`config.mk`:
```
export PLATFORM = sky130hd
export DESIGN_NAME = shared_timer_arbiter
export DESIGN_NICKNAME = d
export VERILOG_FILES = /design/src/rtl/shared_timer_arbiter.sv
export SDC_FILE = /design/constraint.sdc
export NUM_CORES = 1
export LEC_CHECK = 0
export ABC_AREA = 1
export CAP_MARGIN = 20
export CORE_ASPECT_RATIO = 1.2
export CORE_MARGIN = 2
export CORE_UTILIZATION = 51
export DETAILED_ROUTE_END_ITERATION = 10
export GPL_ROUTABILITY_DRIVEN = 0
export PLACE_DENSITY = 0.92
export REMOVE_ABC_BUFFERS = 1
export SYNTH_ARGS = -nofsm -noshare
export SYNTH_HDL_FRONTEND = slang
export SYNTH_SLANG_ARGS = --single-unit
export TNS_END_PERCENT = 10
```
`constraint.sdc`:
```
create_clock -name clk -period 3.7 [get_ports clk]
set_input_delay 0.555 -clock clk [delete_from_list [all_inputs] [get_ports clk]]
set_output_delay 0.555 -clock clk [all_outputs]
set_load 0.01 [all_outputs]
```
`src/rtl/shared_timer_arbiter.sv`:
```
// shared_timer_arbiter: one prescaled delay timer shared among NREQ requesters.
// A winner is granted the timer, counts D ticks of a mod-M prescaler, then gets
// a one-cycle done pulse. Build macro SHARED_TIMER_RR_EN selects round-robin
// arbitration. Without it, the lowest requesting index always wins.
module shared_timer_arbiter #(
    parameter int NREQ = 4,
    parameter int M    = 10,
    parameter int DW   = 8
) (
    input  logic               clk,
    input  logic               reset_n,
    input  logic [NREQ-1:0]    req,
    input  logic [NREQ*DW-1:0] dly,
    output logic [NREQ-1:0]    grant,
    output logic [NREQ-1:0]    done,
    output logic               busy,
    output logic               tick
);
    localparam int IW = $clog2(NREQ);
    localparam int PW = $clog2(M);
    localparam logic [PW-1:0] PMAX = PW'(M - 1);
    localparam logic [IW-1:0] LAST = IW'(NREQ - 1);

    typedef enum logic [1:0] {S_IDLE, S_RUN, S_DONE} state_t;

    state_t          r_state, w_state_nxt;
    logic [IW-1:0]   r_ptr, w_ptr_nxt;
    logic [IW-1:0]   r_owner, w_owner_nxt;
    logic [IW-1:0]   w_win, w_owner_inc;
    logic [PW-1:0]   r_presc, w_presc_nxt;
    logic [DW-1:0]   r_rem, w_rem_nxt, w_win_dly;
    logic [NREQ-1:0] r_grant, w_grant_nxt;
    logic [NREQ-1:0] r_done, w_done_nxt;
    logic            w_tick, w_abort;

    // First set bit of req_v, scanning upward from start with wrap.
    function automatic logic [IW-1:0] f_pick(input logic [NREQ-1:0] req_v,
                                             input logic [IW-1:0]   start);
        logic [IW-1:0] sel;
        logic          found;
        int            idx;
        sel   = '0;
        found = 1'b0;
        for (int k = 0; k < NREQ; k++) begin
            idx = (int'(start) + k) % NREQ;
            if (!found && req_v[idx]) begin
                sel   = IW'(idx);
                found = 1'b1;
            end
        end
        return sel;
    endfunction

    function automatic logic [NREQ-1:0] f_onehot(input logic [IW-1:0] idx);
        logic [NREQ-1:0] v;
        v      = '0;
        v[idx] = 1'b1;
        return v;
    endfunction

    function automatic logic [IW-1:0] f_inc(input logic [IW-1:0] idx);
        return (idx == LAST) ? '0 : idx + 1'b1;
    endfunction

    // In fixed-priority builds the pointer never moves, so scanning from it
    // is the same as scanning from index 0.
    assign w_win     = f_pick(req, r_ptr);
    assign w_win_dly = dly[int'(w_win)*DW +: DW];
`ifdef SHARED_TIMER_RR_EN
    assign w_owner_inc = f_inc(r_owner);
`else
    assign w_owner_inc = '0;
`endif

    assign w_tick  = (r_state == S_RUN) && (r_presc == PMAX);
    assign w_abort = (r_state == S_RUN) && !req[r_owner];

    assign grant = r_grant;
    assign done  = r_done;
    assign busy  = (r_state != S_IDLE);
    assign tick  = w_tick;

    // Next-state and next-register logic; abort outranks tick completion.
    always_comb begin
        w_state_nxt = r_state;
        w_ptr_nxt   = r_ptr;
        w_owner_nxt = r_owner;
        w_presc_nxt = r_presc;
        w_rem_nxt   = r_rem;
        w_grant_nxt = r_grant;
        w_done_nxt  = '0;
        case (r_state)
            S_IDLE: begin
                if (|req) begin
                    w_owner_nxt = w_win;
                    if (w_win_dly != '0) begin
                        w_state_nxt = S_RUN;
                        w_grant_nxt = f_onehot(w_win);
                        w_rem_nxt   = w_win_dly;
                        w_presc_nxt = '0;
                    end else begin
                        w_state_nxt = S_DONE;
                        w_grant_nxt = '0;
                        w_done_nxt  = f_onehot(w_win);
                    end
                end
            end
            S_RUN: begin
                if (w_abort) begin
                    w_state_nxt = S_IDLE;
                    w_grant_nxt = '0;
                    w_ptr_nxt   = w_owner_inc;
                end else begin
                    w_presc_nxt = (r_presc == PMAX) ? '0 : r_presc + 1'b1;
                    if (w_tick) begin
                        if (r_rem == DW'(1)) begin
                            w_state_nxt = S_DONE;
                            w_grant_nxt = '0;
                            w_done_nxt  = f_onehot(r_owner);
                            w_rem_nxt   = '0;
                        end else if (r_rem != '0) begin
                            w_rem_nxt = r_rem - 1'b1;
                        end
                    end
                end
            end
            S_DONE: begin
                w_state_nxt = S_IDLE;
                w_ptr_nxt   = w_owner_inc;
            end
            default: begin
                w_state_nxt = S_IDLE;
                w_grant_nxt = '0;
            end
        endcase
    end

    // State and datapath registers with asynchronous clear.
    always_ff @(posedge clk or negedge reset_n) begin
        if (!reset_n) begin
            r_state <= S_IDLE;
            r_ptr   <= '0;
            r_owner <= '0;
            r_presc <= '0;
            r_rem   <= '0;
            r_grant <= '0;
            r_done  <= '0;
        end else begin
            r_state <= w_state_nxt;
            r_ptr   <= w_ptr_nxt;
            r_owner <= w_owner_nxt;
            r_presc <= w_presc_nxt;
            r_rem   <= w_rem_nxt;
            r_grant <= w_grant_nxt;
            r_done  <= w_done_nxt;
        end
    end
endmodule

```
==> metrics.md, run 1 <==
| Metric | Value |
|---|---|
| # port buffers | 47 |
| Synth Instances | ~250 |
| Hold_buf cts | 0 |
| DP HPWL | 3450 um |
| Largest net degree at the start of global routing | 25 |
| Worst-case clock skew | 0.0142 ns |
| Aggregate global-route resource usage | 24.6% |
| TritonCTS clock tree | built |
| Delay-heaviest family, CP | simple AND/OR/NAND/NOR gates |
| DRT iter0 DRCs | 118 |
| Cell area after placement | 2170 um2 |
| Synthesized flop and latch total | 24 |
| Reg area | around 600 um2 |
| Crit path top cell by count | nand2_1 |
| CTS Sinks | 24 |
| # IOs | 48 |
| WL met2 | 2280 um |
| Area leader, netlist | dfrtp_1 |
| Initial core utilization | 53.8% |
| Cell area after layout | around 2300 um2 |
| Cell area after synthesis | approximately 1700 um2 |
| Count of pins over their slew limit | 0 |
| Crit path kind | in2reg |
| Worst Setup Slack, final | 1.10 ns |
| Via count | 1878 |
| Max_slew headroom | between 60% and 70% |
| Fillers | about 240 |
| Leakage | 1.08 nW |
| Area share of the largest cell type after synthesis | 35.9% |
| FP Rows | 22 |
| Layout cells sized above 1 | 6.42% |
| Skew-Pair Late Insertion Delay | ~0.32 ns |
| Core Box Area | 3110 um2 |
| ANT nets after route | 0 |
| Max rail drop VDD | 0.000358 V |
| Worst-path cell chain | clkdlybuf4s50_1, inv_2, nand2_1, nand2_1, nand2_2, nor2_1, nor2_1, nand2_1, nor2_2, nand3_2, nand3_2, nand2_1, nand2_1 |
| FMAX | 384 MHz |
| H-tree levels | 1 |
| CTS resizes | 0 |
| Metal3 WL | 313 um |
| Overall routed net length | 4470 um |
| Startpoint types | input port |
| Initial antenna violation count | 0 |
| Critical Path End Type | flop |
| Area occupied by multi-input gates | 920 um2 |
| Fin nets | around 340 |
| Outcome | completed |
| Final Hold Vio Count | 0 |
| Drc violations | 0 |
| Vias per inst | about 5.7 |
| CTS clk-pin slew, worst paths | 0.15 ns |
| Bufs on Longest Clock Path | 2 |
| Setup WS pre-CTS | 0.824 ns |
| # diodes | 0 |
| Via count of the first global-routing pass | around 1700 |
| Crit-path slowest cell | clkdlybuf4s50_1 |
| Die Wd | between 50 and 60 um |
| Top cells by area, synth | dfrtp_1 36%, nand2_1 14%, nand3_1 11% |
| Min-Delay Path Class | in2async |
| CP bufs+invs | 2 |
| Synth-to-layout area growth | 34.5% |
| Num CTS Buffers | 3 |
| Worst-Margin Slew | 0.584 ns |
| Power density over cell area | 595 nW/um2 |
| Max Used Layer | met4 |
| Setup TNS | 0 ns |
| Post-synthesis sequential area ratio | a little over a third |
| Mean Syn Cell Area | 6.78 um2 |
| DRT Pass-1 Iters | 5 |
| Total gr overflow | 0 |
| Ys Warns | 0 |
| CTS root buf | clkbuf_4 |
| First-pass GRT wire length | around 7400 um |
| Max-Cap Viols | 0 |
| DR WL/cell | 13.5 um |
| CP Data Arrival Time | 2.86 ns |
| Distinct cells, synth | 25 |
| Routed length on met1 | 1730 um |
| Worst stage delay on the critical path | 0.79 ns |
| Vert. Die Dim | 66.8 um |
| RSZ-0062 raised after global routing | no |
| Postcts setup bufs | 0 |
| Crit-path max FO | 15 |
| Area of the die | 3760 um2 |
| Final worst-path cycle share | 70.4% |
| Final setup viols | 0 |
| Req. time, crit path | 3.96 ns |
| Tmin final | 2.60 ns |
[routing by layer]
layer  track usage (%)  up-vias
met3              3.30       22
met4              8.04        0
met1              29.3      839
met2              45.7      104
li1                  -      913
met5                 0        -
[where the power goes]
group | leakage (nW) | total, W | switching, W | internal, W
Sequential | 0.315 | 0.000420 | 0.0000760 | 0.000344
Combinational | 0.740 | 0.000727 | 0.000456 | 0.000271
Clock | 0.0279 | 0.000192 | 0.0000828 | 0.000110
[kinds of logic after synthesis]
family / share of synthesized area, %
adder cells (fa/ha/maj): 2.99
buffers and inverters: 9.19
flip-flops: 35.9
AO/OA/AOI/OAI: 9.72
AND/OR/NAND/NOR: 39.6
XOR/XNOR: 2.62
[flip-flops by register name, indices dropped and copies added (netlist names)]
signal   flops
r_rem        8
done         4
r_owner      2
grant        4
r_presc      4
r_state      2
[placed cells by master (no fill, tap or decap)]
cell type / synthesis / final
nand3_2: 2 / 2
dfrtp_1: 24 / 24
xor2_1: 3 / 3
clkdlybuf4s50_1: 0 / 47
nand2_2: 2 / 2
nand3b_1: 1 / 1
o2111ai_1: 1 / 1
nor2_2: 4 / 4
clkbuf_4: 0 / 3
nor3_1: 2 / 2
buf_16: 0 / 1
nand4_1: 10 / 10
nor2_1: 28 / 28
o21ai_1: 2 / 2
ha_1: 4 / 4
inv_2: 3 / 3
nand3_1: 36 / 36
nand2_1: 64 / 64
o31ai_1: 1 / 1
buf_4: 1 / 2
bufinv_16: 0 / 1
o21ai_0: 11 / 11
inv_1: 29 / 29
a21oi_1: 2 / 2
xnor2_1: 2 / 2
a21oi_2: 1 / 1
o22ai_1: 10 / 10
[worst reg2reg max path, cell delays in order (launching register included)]
cell and delay (ns):
dfrtp_1 0.44, nor2_1 0.23, nand2_1 0.13, o21ai_1 0.42, o31ai_1 0.14, inv_2 0.16, nand3_2 0.19, nand2_1 0.13
nand2_1 0.06
[cells in the mapped netlist]
cell	instances
o31ai_1	1
o22ai_1	10
nand3_1	36
nor2_1	28
nand4_1	10
ha_1	4
buf_6	1
dfrtp_1	24
xnor2_1	2
nand3b_1	1
nand3_2	2
xor2_1	3
o2111ai_1	1
inv_2	3
nand2_1	64
inv_1	29
nor3_1	2
o21ai_1	2
buf_2	3
nand2_2	2
nor2_2	4
o21ai_0	11
buf_4	1
a21oi_2	1
a21oi_1	2
[layout make-up]
cell class                 count  share of cell area, %
inverter                      32                   5.34
clock inverter                 1                   1.33
clock buffer                   3                   1.00
timing repair buffer          50                   22.8
multi-input combinational    186                   40.9
sequential                    24                   26.7
tap                           36                   2.00
[final timing paths]
| check | from | endpoint | slack (ns) | cells past startpoint |
|---|---|---|---|---|
| worst max-delay path | req[2] | r_rem[7]$_DFFE_PN0P_ | 1.10 | 13 |
| worst min-delay path | reset_n | grant[1]$_DFFE_PN0P_ | 0.47 | 1 |
| worst max register to register | r_rem[3]$_DFFE_PN0P_ | r_rem[7]$_DFFE_PN0P_ | 1.70 | 8 |
| worst min register to register | r_rem[1]$_DFFE_PN0P_ | r_rem[1]$_DFFE_PN0P_ | 0.50 | 2 |
| max in group asynchronous | reset_n | r_rem[3]$_DFFE_PN0P_ | 2.81 | 2 |
| min in group clk | r_rem[1]$_DFFE_PN0P_ | r_rem[1]$_DFFE_PN0P_ | 0.50 | 2 |
[metrics by stage]
stage / total power, W / utilization (%) / hold WS, ns / std cells
4_1_cts: 0.00132 / 71.5 / 0.500 / 331
2_1_floorplan: 0.000891 / - / 0.259 / 242
6_report: 0.00134 / 72.4 / 0.472 / 332
3_3_place_gp: 0.00110 / 69.8 / 0.460 / 327
3_5_place_dp: 0.00112 / 69.8 / 0.469 / 327
5_1_grt: 0.00144 / 72.4 / 0.474 / 332
Power figures use the tool's default switching activity.
==> run 2, diff against run 1 <==
--- a/config.mk
+++ b/config.mk
@@ -9,10 +9,10 @@
 export CAP_MARGIN = 20
 export CORE_ASPECT_RATIO = 1.2
 export CORE_MARGIN = 2
-export CORE_UTILIZATION = 51
+export CORE_UTILIZATION = 43
 export DETAILED_ROUTE_END_ITERATION = 10
 export GPL_ROUTABILITY_DRIVEN = 0
-export PLACE_DENSITY = 0.92
+export PLACE_DENSITY = 0.83
 export REMOVE_ABC_BUFFERS = 1
 export SYNTH_ARGS = -nofsm -noshare
 export SYNTH_HDL_FRONTEND = slang
==> constraint.sdc (replaced) <==
create_clock -name clk -period 2.3 [get_ports clk]
set_input_delay 0.345 -clock clk [delete_from_list [all_inputs] [get_ports clk]]
set_output_delay 0.345 -clock clk [all_outputs]
set_load 0.01 [all_outputs]
==> metrics.md, run 2 (synthesis results as in run 1) <==
| Metric | Value |
|---|---|
| Outcome | completed |
| Via count | 1818 (-3.2%) |
| Setup TNS | 0 ns (unchanged) |
| Commonest non-fill, non-tap cell in the layout | nand2_1 |
| Leakage | 1.13 nW (+4.8%) |
| Net Sw Power | 0.000976 W (+59%) |
| # diodes | 0 (unchanged) |
| FP Rows | 24 (+9.1%) |
| Core Util, Final | 63.7% (-8.7 points) |
| Cell area after layout | 2350 um2 (+4.5%) |
| Critical Path End Type | output port |
| CTS Sinks | 24 (unchanged) |
| Final Hold Vio Count | 0 (unchanged) |
| Hold_buf cts | 0 (unchanged) |
| Crit-path max FO | 4 (-11) |
| DRT iter0 DRCs | 61 (-48%) |
| Postcts setup bufs | 0 (unchanged) |
| TritonCTS clock tree | built |
| DR WL/cell | 11.9 um (-12%) |
| Max rail drop VDD | 0.000462 V (+29%) |
| Min-Delay Path Class | in2async |
| Layout cells sized above 1 | 9.77% (+3.4 points) |
| Aggregate global-route resource usage | 21.1% (-3.5 points) |
| Skew-Pair Late Insertion Delay | 0.27 ns (-0.05 ns) |
| Drc violations | 0 (unchanged) |
| Startpoint types | flop |
| Fin nets | 350 (+3.2%) |
| Cell area after placement | 2280 um2 (+5.1%) |
| Total chip power | 0.00225 W (+68%) |
| RSZ-0062 raised after global routing | no |
| Req. time, crit path | 1.96 ns (-2.00 ns) |
| Sw frac | 43.4% (-2.5 points) |
| Logic pwr share | 53.7% (-0.6 points) |
| Synth-to-layout area growth | 40.5% |
| Vert. Die Dim | 72.4 um (+8.4%) |
| Core Box Area | 3690 um2 (+19%) |
| Initial antenna violation count | 0 (unchanged) |
| Max-Cap Viols | 0 (unchanged) |
| Tmin final | 2.14 ns |
| CP Data Arrival Time | 1.80 ns (-1.06 ns) |
| Commonest cells after routing, fill and taps aside | 64 x nand2_1, 47 x clkdlybuf4s50_1, 36 x nand3_1 |
| Overall routed net length | 4260 um (-4.7%) |
| Num CTS Buffers | 3 (unchanged) |
| Die Wd | 61.0 um (+8.3%) |
| Power density over cell area | 956 nW/um2 (+61%) |
| Max_slew headroom | 76.4% (+15 points) |
| Internal power | 0.00127 W (+75%) |
| Largest net degree at the start of global routing | 25 (unchanged) |
| DRT Pass-1 Iters | 5 (unchanged) |
| First-pass GRT wire length | 7290 um (-1.0%) |
| Vias per inst | 5.06 (-10%) |
| FMAX | between 400 and 500 MHz |
| H-tree levels | 1 (unchanged) |
| Max reg flops | 8 (unchanged) |
| Worst-case clock skew | 0.00496 ns (-0.00920 ns) |
| Worst-Margin Slew | 0.354 ns (-0.230 ns) |
| Total gr overflow | 0 (unchanged) |
| # IOs | 48 (unchanged) |
| Initial core utilization | 45.3% (-8.5 points) |
| Final setup viols | 0 (unchanged) |
| Final worst-path cycle share | approximately 93% |
| DP HPWL | 3380 um (-2.1%) |
| CTS resizes | 0 (unchanged) |
| Internal reg-to-reg setup slack | 0.53 ns (-1.17 ns) |
| CTS root buf | clkbuf_8 |
| Bufs on Longest Clock Path | 2 (unchanged) |
| CTS clk-pin slew, worst paths | 0.09 ns (-0.06 ns) |
| ANT nets after route | 0 (unchanged) |
| Flop pwr share | 29.8% (-1.5 points) |
| Clock power frac | 16.5% (+2.1 points) |
| Fillers | 326 (+36%) |
| Area of the die | 4410 um2 (+17%) |
| WHS | 0.427 ns (-0.0457 ns) |
| Crit path kind | reg2out |
| Count of pins over their slew limit | 0 (unchanged) |
| Via count of the first global-routing pass | 1698 (-2.1%) |
| Most flops, register | r_rem |
| # port buffers | 47 (unchanged) |
-- run 2: worst paths after layout --
kind	to	start	cells past startpoint
max	tick	r_presc[1]$_DFFE_PN0P_	5
min in group clk	r_rem[1]$_DFFE_PN0P_	r_rem[1]$_DFFE_PN0P_	2
max in group asynchronous	r_state[1]$_DFFE_PN0P_	reset_n	2
min	r_rem[6]$_DFFE_PN0P_	reset_n	2
min reg2reg	r_rem[1]$_DFFE_PN0P_	r_rem[1]$_DFFE_PN0P_	2
max reg2reg	r_rem[1]$_DFFE_PN0P_	r_state[1]$_DFFE_PN0P_	9
-- run 2: routing by layer --
layer	global-route usage, %	wire length (um)
met4	7.49	76
met1	27.6	1790
met2	35.6	2130
met3	2.32	262
met5	0	0
-- run 2: power by group through the flow --
stage,clock network [W],logic (W),registers (W)
after floorplan,0,0.000778,0.000656
after global placement,0,0.00116,0.000669
after detailed placement,0,0.00118,0.000675
after CTS,0.000378,0.00120,0.000667
after global routing,0.000389,0.00135,0.000687
final,0.000371,0.00121,0.000670
-- run 2: worst max-delay path, stage by stage, from the launching register on --
cell and delay (ns):
dfrtp_1 0.42, inv_1 0.07, ha_1 0.13, nand3b_1 0.12, nor2_1 0.21, clkdlybuf4s50_1 0.58
-- run 2: area by class of cell --
type | count | area (um2) | area share (%)
clock buffers | 3 | 41.3 | 1.76
clock inverters | 1 | 30.0 | 1.28
inverters | 32 | 120 | 5.11
multi-input cells | 186 | 920 | 39.1
flip-flops and latches | 24 | 601 | 25.5
well taps | 52 | 65.1 | 2.77
repair buffers | 61 | 576 | 24.5
-- run 2: stage by stage --
| step | setup WS, ns | std cells |
|---|---|---|
| final | 0.157 | 359 |
| after global routing | 0.0488 | 359 |
| after CTS | 0.155 | 359 |
| after detailed placement | 0.0290 | 355 |
| after global placement | 0.0889 | 355 |
| after floorplan | 0.00278 | 242 |
==> run 3, diff against run 2 <==
--- a/config.mk
+++ b/config.mk
@@ -17,4 +17,3 @@
 export SYNTH_ARGS = -nofsm -noshare
 export SYNTH_HDL_FRONTEND = slang
 export SYNTH_SLANG_ARGS = --single-unit
-export TNS_END_PERCENT = 10
==> results of run 3 <==
Final layout, timing and power as in run 2 (identical DEF).
==> patch 1 (flow settings as in run 1) <==
The parameter `DW` goes from 8 to 10.
--- a/src/rtl/shared_timer_arbiter.sv
+++ b/src/rtl/shared_timer_arbiter.sv
@@ -5,7 +5,7 @@
 module shared_timer_arbiter #(
     parameter int NREQ = 4,
     parameter int M    = 10,
-    parameter int DW   = 8
+    parameter int DW   = 10
 ) (
     input  logic               clk,
     input  logic               reset_n,
Ports: changed (resized dly); port bits go from 48 to 56. The function was not compared with the original's and may differ.
==> patch 1 against run 1 <==
  * Sequential cell count up 2
  * Worst setup slack worse by 0.24 ns
  * Core utilization fell by 1.0 points
  * Cell area is 15% higher
  * Count of clock-buffer cells in the layout stayed put
  * Fmax shrank 8.5%
  * Routed wire length up 15%
  * Power is 16% higher
  * First-iteration DRC count down 11%
  * Die area is 14% higher
  * Area after synthesis up 15%
  * Critical path type is now flip-flop to output pin
  * Largest cell class unchanged
  * Largest power group unchanged
==> patch 1: results (changes against run 1) <==
[min_path]
hold_class=flip-flop to flip-flop  ; was input port to asynchronous set/reset pin

[global_route]
track_usage_pct=25.8  ; was 24.6%
grt_first_pass_wirelength_um=8760  ; was 7360 um
grt_max_degree=23  ; was 25

[placed_design]
placed_cell_area_um2=2520  ; was 2170 um^2
port_buffers=55  ; was 47

[cells_and_area]
buffers=58  ; was 50
post-route-util_pct=71.3  ; was 72.4%
n_all_inverters=35  ; was 32
drive_gt1_share_pct=6.55  ; was 6.42%
clkCellAreaFrac_pct=2.75  ; was 2.33%

[run_status]
status=completed  ; unchanged

[logic_synthesis]
ys_types=28  ; was 25
yosysSeqAreaShare_pct=33.8  ; was 35.9%
ys_top_cells_by_count=nand2_1, nand3_1, nor2_1, inv_1, dfrtp_1  ; was nand2_1, nand3_1, inv_1, nor2_1, dfrtp_1

[power_and_ir_drop]
clkPwrFrac_pct=15.3  ; was 14.4%
power_switching_w=0.000717  ; was 0.000615 W

[cts]
insertion_delay_ns=0.27  ; was 0.32 ns
cts_sinks=26  ; was 24

[detailed_routing]
drtIter0Drc=105  ; was 118

[worst_setup_path]
ff2ff_path_depth=7  ; was 8
cp_top_family=buffers and inverters  ; was simple AND/OR/NAND/NOR gates
critPathMaxFanout=11  ; was 15
path_class=flip-flop to output pin  ; was input port to flip-flop
critical_path_arrival_ns=2.29  ; was 2.86 ns

[sta]
min_period_over_period_pct=76.9  ; was 70.4%

-- patch 1: changes by cell type in the layout (fill, tap and decap cells not counted), moves of 2 or more --
cell and change:
nor2_1 +11, clkdlybuf4s50_1 +8, nand3_1 +7, nand2_1 +6, o22ai_1 -4, o22ai_2 +4, clkbuf_4 -3, clkbuf_8 +3
inv_1 +3, dfrtp_1 +2
-- patch 1: cells by family (layout without fill, tap and decap cells) --
| family | Yosys count | after routing | share of synthesized area [%] |
|---|---|---|---|
| adder cells (fa/ha/maj) | 4 | 4 | 2.60 |
| XOR/XNOR | 7 | 7 | 3.19 |
| AND/OR/NAND/NOR | 172 | 172 | 40.1 |
| flip-flops | 26 | 26 | 33.8 |
| AO/OA/AOI/OAI | 30 | 30 | 10.3 |
| buffers and inverters | 45 | 97 | 10.0 |
-- patch 1: routing by layer --
metal	routed length (um)	GRT usage, %	up-vias
li1	-	-	1029
met1	2060	31.4	969
met2	2630	45.2	88
met3	305	3.07	15
met4	123	10.1	0
met5	0	0	-
==> patch 2 (config.mk and constraints of run 1) <==
Made on the original files. Make the reset (`reset_n`) synchronous in one clocked block. Comments in the files are not updated.
--- a/src/rtl/shared_timer_arbiter.sv
+++ b/src/rtl/shared_timer_arbiter.sv
@@ -136,7 +136,7 @@
     end
 
     // State and datapath registers with asynchronous clear.
-    always_ff @(posedge clk or negedge reset_n) begin
+    always_ff @(posedge clk) begin
         if (!reset_n) begin
             r_state <= S_IDLE;
             r_ptr   <= '0;
Check against the original RTL: differs if reset_n is asserted again (counterexample within 4 cycles, from zero or initial values and one cycle with reset_n low); with reset_n held inactive, the same outputs for 10 cycles.
==> patch 2 against run 1 <==
  * Routed wire length decreased by 1.3%
  * Sequential cell count unchanged
  * Area after synthesis increased by 5.2%
  * Power decreased by 16%
  * Non-clock buffer count decreased by 1
  * Combinational power decreased by 24%
  * Global-route usage decreased by 1.7 points
  * Worst setup slack got worse by 0.16 ns
  * Hold slack improved by 0.0050 ns
  * Cell area increased by 2.8%
  * Fmax decreased by 5.9%
  * Via count increased by 3.0%
  * Final cell count increased by 13%
  * Critical path type unchanged
==> patch 2: results (changes against run 1) <==
[run_status]
status=completed  ; unchanged

[cts]
htreeDepth=1  ; unchanged
cts.repair.resized=0  ; unchanged
numCtsBuffers=3  ; unchanged
ctsLongestPathBuffers=2  ; unchanged
clockRootBuffer=clkbuf_8  ; was clkbuf_4
clk_pin_slew_ns=0.09  ; was 0.15 ns
insertion_delay_ns=0.27  ; was 0.32 ns
cts_setup_buffers=0  ; unchanged

[worst_setup_path]
critPathMaxFanout=12  ; was 15
ff2ff_path_depth=11  ; was 8
critical_path_arrival_ns=2.93  ; was 2.86 ns

[global_route]
track_usage_pct=23.0  ; was 24.6%
grt_first_pass_wirelength_um=7260  ; was 7360 um
first_global_vias=1797  ; was 1,735
grt_max_degree=21  ; was 25

[min_path]
hold_depth=2
hold_class=flip-flop to flip-flop  ; was input port to asynchronous set/reset pin

[logic_synthesis]
syn-instance-count=291  ; was 247
ys_types=28  ; was 25
yosysSeqAreaShare_pct=27.3  ; was 35.9%
yosys_warnings=0  ; unchanged
ys_top_cells_by_count=nand2_1, nor2_1, inv_1, nand3_1, dfxtp_1  ; was nand2_1, nand3_1, inv_1, nor2_1, dfrtp_1
ys_async_sr_fraction_pct=0  ; was 100%
ys_top_cells_by_area=dfxtp_1, nand2_1, nand3_1, nor2_1, inv_1  ; was dfrtp_1, nand2_1, nand3_1, inv_1, nor2_1

[cells_and_area]
nets=380  ; was 339
top_register=r_rem  ; unchanged
diodes=0  ; unchanged
fillCellCount=272  ; was 239
largest_reg_flops=8  ; unchanged
drive_gt1_share_pct=6.82  ; was 6.42%
layoutNonFillerInstCount=374  ; was 332

[placed_design]
hpwl_um=3460  ; was 3450 um
dpl_worst_slack_ns=0.683  ; was 0.824 ns
port_buffers=47  ; unchanged

[sta]
relSlewSlack_pct=65.2  ; was 60.9%
finalSetupTns_ns=0  ; unchanged
fin_skew_ns=0.00622  ; was 0.0142 ns

[power_and_ir_drop]
peakVddDrop_mv=0.351  ; was 0.358 mV
leakage_nw=1.07  ; was 1.08 nW

[detailed_routing]
first_pass_iters=4  ; was 5
drtIter0Drc=82  ; was 118
vias=1935  ; was 1,878
routedWlPerCell_um=11.8  ; was 13.5 um
final_antenna_net_count=0  ; unchanged

==> patch 2: changes by cell type after synthesis, sizes merged, moves of 9 or more <==
cell / delta
dfxtp: +24
nor2: +23
o21ai: -9
inv: +14
dfrtp: -24
o22ai: -10
a21oi: +17
==> patch 2: cells by family after synthesis <==
logic type | after synthesis | share of synthesized area [%]
AO/OA/AOI/OAI | 27 | 8.39
XOR/XNOR | 7 | 3.48
adder cells (fa/ha/maj) | 4 | 2.84
buffers and inverters | 53 | 12.9
flip-flops | 24 | 27.3
AND/OR/NAND/NOR | 176 | 45.1
==> patch 2: power breakdown <==
part	internal, W	switching, W	total, W
registers	0.000307	0.0000314	0.000338
logic	0.000208	0.000343	0.000551
clock network	0.000145	0.0000868	0.000231
total	0.000660	0.000461	0.00112
==> patch 2: worst max-delay path, stage by stage <==
cell             delay, ns
clkdlybuf4s50_1       0.73
inv_1                 0.13
nand2_1               0.11
nand2_2               0.08
nand2_4               0.10
nor2_1                0.05
nor2_1                0.17
nand2_1               0.07
nor2_1                0.14
nand3_2               0.28
nand3_2               0.26
nand2_1               0.12
inv_1                 0.08
nor2_1                0.05
==> patch 2: layout make-up <==
| type | count | share of cell area, % |
|---|---|---|
| Tap cell | 37 | 2.00 |
| Sequential cell | 24 | 20.8 |
| Clock inverter | 1 | 1.30 |
| Timing Repair Buffer | 49 | 21.0 |
| Multi-Input combinational cell | 214 | 45.5 |
| Inverter | 46 | 7.68 |
| Clock buffer | 3 | 1.78 |
==> patch 2: path summary, 6_finish.rpt <==
path,startpoint,to,slack (ns)
max reg2reg,r_owner[1],r_rem[4],1.61
max,req[2],r_rem[4],0.93
min,grant[1],grant[1],0.48
min reg2reg,grant[1],grant[1],0.48
==> patch 2: through the flow <==
step	power, W	hold WS, ns	instance area [um^2]	util (%)
global placement	0.000864	0.460	2240	67.8
detailed placement	0.000876	0.466	2240	67.8
floorplan	0.000724	0.479	1710	-
global route	0.00120	0.510	2310	69.9
finish	0.00112	0.477	2310	69.9
CTS	0.00112	0.481	2310	69.9
==> patch 2: per-layer routing <==
layer | track usage [%] | routed length [um] | vias up
li1 | - | - | 1011
met1 | 25.0 | 1830 | 855
met2 | 45.7 | 2330 | 59
met3 | 2.84 | 164 | 10
met4 | 6.69 | 80 | 0
met5 | 0 | 0 | -
